[src/rtl/alu_pkg.sv]
// rtl/alu_pkg.sv - shared ALU types: serial subtractor state encoding and default operand width
package alu_pkg;

    localparam int ALU_DEFAULT_WIDTH = 8;

    typedef enum logic [1:0] {
        SS_IDLE = 2'd0,
        SS_RUN  = 2'd1,
        SS_DONE = 2'd2
    } ss_state_e;

endpackage

[src/rtl/serial_subtractor_if.sv]
// rtl/serial_subtractor_if.sv - start/done handshake bundle for serial_subtractor
// The ovf signal exists only when SERIAL_SUB_OVF_EN is defined.
interface serial_subtractor_if
    import alu_pkg::*;
#(
    parameter int WIDTH = ALU_DEFAULT_WIDTH
);

    logic             start;
    logic [WIDTH-1:0] a;
    logic [WIDTH-1:0] b;
    logic             busy;
    logic             done;
    logic [WIDTH:0]   d;
`ifdef SERIAL_SUB_OVF_EN
    logic             ovf;

    modport master (output start, a, b, input busy, done, d, ovf);
    modport slave  (input start, a, b, output busy, done, d, ovf);
`else
    modport master (output start, a, b, input busy, done, d);
    modport slave  (input start, a, b, output busy, done, d);
`endif

endinterface

[src/rtl/full_adder.sv]
// rtl/full_adder.sv - 1-bit full adder cell, shared with the ripple-carry adder
module full_adder (
    input  logic a,
    input  logic b,
    input  logic cin,
    output logic s,
    output logic cout
);

    assign s    = a ^ b ^ cin;
    assign cout = (a & b) | (a & cin) | (b & cin);

endmodule

[src/rtl/serial_subtractor.sv]
// rtl/serial_subtractor.sv - bit-serial unsigned subtractor d = a - b, one bit per clock
// SERIAL_SUB_OVF_EN adds a registered signed-overflow flag alongside d.
module serial_subtractor
    import alu_pkg::*;
#(
    parameter int WIDTH = ALU_DEFAULT_WIDTH
) (
    input  logic                clk,
    input  logic                rst_n,
    serial_subtractor_if.slave  bus
);

    localparam int             CW   = (WIDTH > 1) ? $clog2(WIDTH) : 1;
    localparam logic [CW-1:0]  LAST = CW'(WIDTH - 1);

    ss_state_e        state;
    ss_state_e        state_nxt;
    logic [WIDTH-1:0] a_sh;
    logic [WIDTH-1:0] nb_sh;
    logic [WIDTH-2:0] r_sh;
    logic [WIDTH-1:0] r_full;
    logic             carry;
    logic [CW-1:0]    cnt;
    logic [WIDTH:0]   d_q;
    logic             sum;
    logic             cout;
    logic             last_bit;
`ifdef SERIAL_SUB_OVF_EN
    logic             a_msb;
    logic             b_msb;
    logic             ovf_q;
`endif

    // a - b is formed as a + ~b + 1: b is inverted on capture, carry seeded with 1
    full_adder u_fa (
        .a    (a_sh[0]),
        .b    (nb_sh[0]),
        .cin  (carry),
        .s    (sum),
        .cout (cout)
    );

    assign r_full   = {sum, r_sh};
    assign last_bit = (cnt == LAST);

    always_ff @(posedge clk or negedge rst_n) begin
        if (!rst_n) begin
            state <= SS_IDLE;
        end else begin
            state <= state_nxt;
        end
    end

    always_comb begin
        state_nxt = state;
        case (state)
            SS_IDLE: if (bus.start) state_nxt = SS_RUN;
            SS_RUN:  if (last_bit)  state_nxt = SS_DONE;
            SS_DONE: state_nxt = SS_IDLE;
            default: state_nxt = SS_IDLE;
        endcase
    end

    always_comb begin
        bus.busy = (state == SS_RUN);
        bus.done = (state == SS_DONE);
    end

    always_ff @(posedge clk or negedge rst_n) begin
        if (!rst_n) begin
            a_sh  <= '0;
            nb_sh <= '0;
            r_sh  <= '0;
            carry <= 1'b0;
            cnt   <= '0;
            d_q   <= '0;
`ifdef SERIAL_SUB_OVF_EN
            a_msb <= 1'b0;
            b_msb <= 1'b0;
            ovf_q <= 1'b0;
`endif
        end else begin
            case (state)
                SS_IDLE: begin
                    if (bus.start) begin
                        a_sh  <= bus.a;
                        nb_sh <= ~bus.b;
                        carry <= 1'b1;
                        cnt   <= '0;
`ifdef SERIAL_SUB_OVF_EN
                        a_msb <= bus.a[WIDTH-1];
                        b_msb <= bus.b[WIDTH-1];
`endif
                    end
                end
                SS_RUN: begin
                    a_sh  <= a_sh >> 1;
                    nb_sh <= nb_sh >> 1;
                    r_sh  <= r_full[WIDTH-1:1];
                    carry <= cout;
                    cnt   <= cnt + 1'b1;
                    // The final sum bit is still in flight, so d is taken from r_full, not r_sh
                    if (last_bit) begin
                        d_q   <= {~cout, r_full};
`ifdef SERIAL_SUB_OVF_EN
                        ovf_q <= (a_msb ^ b_msb) & (a_msb ^ sum);
`endif
                    end
                end
                default: ;
            endcase
        end
    end

    assign bus.d = d_q;
`ifdef SERIAL_SUB_OVF_EN
    assign bus.ovf = ovf_q;
`endif

endmodule

[src/flat_wrapper.sv]
// flat-port wrapper written by rule: the top's interface ports become plain ports
module serial_subtractor_flat import alu_pkg::*;
#(
    parameter int WIDTH = ALU_DEFAULT_WIDTH
)
  (clk, rst_n, bus_start, bus_a, bus_b, bus_busy, bus_done, bus_d);
  serial_subtractor_if #(.WIDTH(WIDTH)) bus_i ();
  input  logic clk;
  input  logic rst_n;
  input wire logic [$bits(bus_i.start)-1:0] bus_start;
  input wire logic [$bits(bus_i.a)-1:0] bus_a;
  input wire logic [$bits(bus_i.b)-1:0] bus_b;
  output wire logic [$bits(bus_i.busy)-1:0] bus_busy;
  output wire logic [$bits(bus_i.done)-1:0] bus_done;
  output wire logic [$bits(bus_i.d)-1:0] bus_d;
  assign bus_i.start = bus_start;
  assign bus_i.a = bus_a;
  assign bus_i.b = bus_b;
  assign bus_busy = bus_i.busy;
  assign bus_done = bus_i.done;
  assign bus_d = bus_i.d;
  serial_subtractor #(.WIDTH(WIDTH)) u_core (.clk(clk), .rst_n(rst_n), .bus(bus_i));
endmodule
[config.mk]
export PLATFORM = sky130hd
export DESIGN_NAME = serial_subtractor_flat
export DESIGN_NICKNAME = d
export VERILOG_FILES = /design/src/rtl/alu_pkg.sv /design/src/rtl/serial_subtractor_if.sv /design/src/rtl/full_adder.sv /design/src/rtl/serial_subtractor.sv /design/src/flat_wrapper.sv
export SDC_FILE = /design/constraint.sdc
export NUM_CORES = 1
export LEC_CHECK = 0
export CORE_ASPECT_RATIO = 1.25
export CORE_MARGIN = 10
export CORE_UTILIZATION = 31
export CTS_CLUSTER_DIAMETER = 60
export DETAILED_ROUTE_END_ITERATION = 6
export PLACE_DENSITY_LB_ADDON = 0.3
export SLEW_MARGIN = 20
export SYNTH_ARGS = -nofsm -noshare
export SYNTH_HDL_FRONTEND = slang
export SYNTH_SLANG_ARGS = --single-unit
[constraint.sdc]
create_clock -name clk -period 2.1 [get_ports clk]
set_input_delay 0.63 -clock clk [delete_from_list [all_inputs] [get_ports clk]]
set_output_delay 0.63 -clock clk [all_outputs]
set_load 0.01 [all_outputs]
==> impl_results.md <==
- Vias in the first global route: 1,328
- CP endpoint kind: output pin
- Largest net degree at the start of global routing: 39
- Gr usage total: 0.09377
- Total CTS buffers: 5
- Diode count: 0
- Die height: 101.8 um
- Area contributors post-synth: dfrtp_1, mux2_2, o22ai_1
- Yosys warnings: 0
- Leak: 0.9291 nW
- Final Hold Fails: 0
- Largest stage delay on the critical path: 550 ps
- Synth Instances: 141
- Tcrit/Tclk final: 0.9475
- Final net count: 199
- CTS HTree Levels: 2
- Register bit count reported by yosys: 38
- DIE WIDTH: 85.46 um
- Multi-input gate area in the final layout: 594.3 sq um
- Crit-path leading delay family: buffers and inverters
- # IOs: 30
- Core Region: 0.005152 sq mm
- Worst Hold Slack: 506.5 ps
- FP Rows: 29
- Crit path max fanout: 5
- Max-Cap Viols: 0
- Post-synth EDFFs: 0
- Async set or reset register ratio after synthesis: 1.000
- Max Freq: 0.5026 GHz
- Via count: 1,201
- Layout cell share with drive strength beyond 1: 0.1864
- Remaining DRCs: 0
- Setup violators final: 0
- Gr ovfl total: 0
- Post-synth top area share: 0.5727
- Worst Hold Class: reg -> reg
- WP data arrival: 1360 ps
- Outcome: finished, final reports clean
- Critical path cell sequence: inv_1 -> nor2_1 -> clkdlybuf4s50_1
- CP Data Required Time: 1470 ps
- Tightest Pin Transition: 535.1 ps
- Rel. slew slack: 0.6433
- Top FF cell, synth: dfrtp_1
- Fin crit period: 1990 ps
- Area growth syn-to-layout: 27.36%
- Post-DR wirelength/cell: 16.58 um
- Syn_area_per_cell: 11.78 sq um
- Hpwl dp: 2738 um
- Starting Density: 0.3222
- Register Area: 953.4 sq um
- WL final: 3963 um
- RSZ-0062 raised after global routing: no
- Gpl congestion: 0.8130
- Initial antenna violation count: 0
- Mapped Area: 0.001660 sq mm
- Setup Skew: 8.043 ps
- # clock sinks: 38
- Setup TNS: 0 ps
- Reg clk slew, reported paths: 70 ps
- Critical-path top delay cell: clkdlybuf4s50_1
- First-pass GRT wire length: 6568 um
- Power per cell area: 1409 mW/mm^2
- FF-to-FF setup slack: 590 ps
- Die Area: 0.008702 sq mm
- Hold-fix buffers, CTS: 0
- Port-buffer cells: 29
- Antenna-violating nets left: 0
- Sequential area share after synthesis: 0.5727
- First-pass DRT Iterations: 4
- Crit path kind: reg -> out
- CTS max path bufs: 2
- Drt via density: 5.025
- Util after Layout: 0.4104
- CTS tree: built
- Peak VDD IR: 0.7155 mV
- DR iter-0 viols: 49
- Startpoint Class: flip-flop
- Synth cell types: 24
- Syn nets: 163
- Root buffer cell: clkbuf_8
- Final Max Slew Viols: 0
- Fillers: 489
- Top cell type by total area after synthesis: dfrtp_1
- Buf/Inv on CP: 2
- Worst-skew pair later-pin latency: 290 ps
[worst register-to-register path: cells and delay by family, from the launching register on]
kind	cells	cell delay, ps
fa+ha+maj	2	450
flops	1	410
mux	1	360
simple gates	1	180
[sequential cells by signal (all words and copies together), names as in the netlist]
signal	count
u_core.a_sh	8
u_core.bus.d	9
u_core.r_sh	7
u_core.cnt	3
u_core.nb_sh	8
u_core.carry	1
u_core.state	2
[area by class of cell]
type,instances,share of cell area
timing repair buffer,38,0.1686
tap,62,0.03669
clock buffer,7,0.03609
sequential,38,0.4509
multi-input combinational,79,0.2811
inverter,15,0.02663
[Yosys cell counts, types with 2 or more instances]
| cell | instances |
|---|---|
| a22o_1 | 2 |
| ha_1 | 2 |
| dfrtp_1 | 38 |
| o21ai_0 | 7 |
| nor2_1 | 3 |
| mux2_2 | 14 |
| inv_1 | 15 |
| nand2_1 | 2 |
| buf_6 | 2 |
| clkbuf_1 | 3 |
| buf_4 | 2 |
| o22ai_1 | 25 |
| nand2b_1 | 2 |
| a21oi_1 | 13 |
| o31ai_1 | 2 |
[cell families (layout without fill, tap and decap cells)]
logic type / count (synthesis) / after routing / synth area share
mux: 14 / 14 / 0.09495
simple gates: 10 / 10 / 0.04521
compound gates: 52 / 52 / 0.1907
fa+ha+maj: 3 / 3 / 0.02713
buf+inv: 24 / 60 / 0.06932
flops: 38 / 38 / 0.5727
[layer usage]
layer,vias to the layer above,track usage,share of wire
met4,0,0.03680,0.017
met5,-,0,0
met1,584,0.1068,0.43
met3,6,0.04459,0.079
li1,579,-,-
met2,32,0.1490,0.47
[what timing repair did]
| item | CTS | global route |
|---|---|---|
| gates cloned | 0 | 0 |
| pin swaps | 0 | 0 |
| setup buffers | 0 | 3 |
| resized for setup | 3 | 0 |
| endpoints found under the setup margin | 2 | 1 |
[cells in the final DEF, fill, tap and decap left out, types with 2 or more instances in the layout]
master,n
clkdlybuf4s50_1,28
nand2b_1,2
o22ai_1,25
o21ai_0,7
dfrtp_2,2
mux2_2,14
a21oi_1,13
nand2_1,2
ha_1,2
a22o_1,2
inv_1,15
nor2_1,3
dfrtp_1,36
clkbuf_1,2
clkbuf_8,5
buf_4,9
o31ai_1,2
[per-stage QoR]
step,cells,power [mW],area [sq um],setup slack [ps]
6_report,239,2.980,2115,110.2
3_3_place_gp,229,2.441,2014,170.0
5_1_grt,239,3.249,2115,28.01
3_5_place_dp,229,2.524,2014,49.94
2_1_floorplan,141,2.057,1660,531.6
4_1_cts,236,3.009,2092,7.967
[power breakdown]
group | internal [mW] | total, mW | switching (mW)
logic | 0.655 | 1.20 | 0.547
clock network | 0.229 | 0.467 | 0.238
registers | 1.08 | 1.31 | 0.229
total | 1.96 | 2.98 | 1.01
[path summary, 6_finish.rpt]
| check | startpoint | endpoint | depth (start not counted) |
|---|---|---|---|
| worst min-delay path | u_core.bus.d[7] | u_core.bus.d[7] | 2 |
| worst max-delay path | u_core.state[1] | bus_done | 3 |
| min in group asynchronous | rst_n | u_core.a_sh[5] | 2 |
| worst max register to register | u_core.cnt[0] | u_core.bus.d[4] | 4 |
| worst min register to register | u_core.bus.d[7] | u_core.bus.d[7] | 2 |
| max in group asynchronous | rst_n | u_core.state[1] | 2 |
Power figures use the tool's default switching activity.
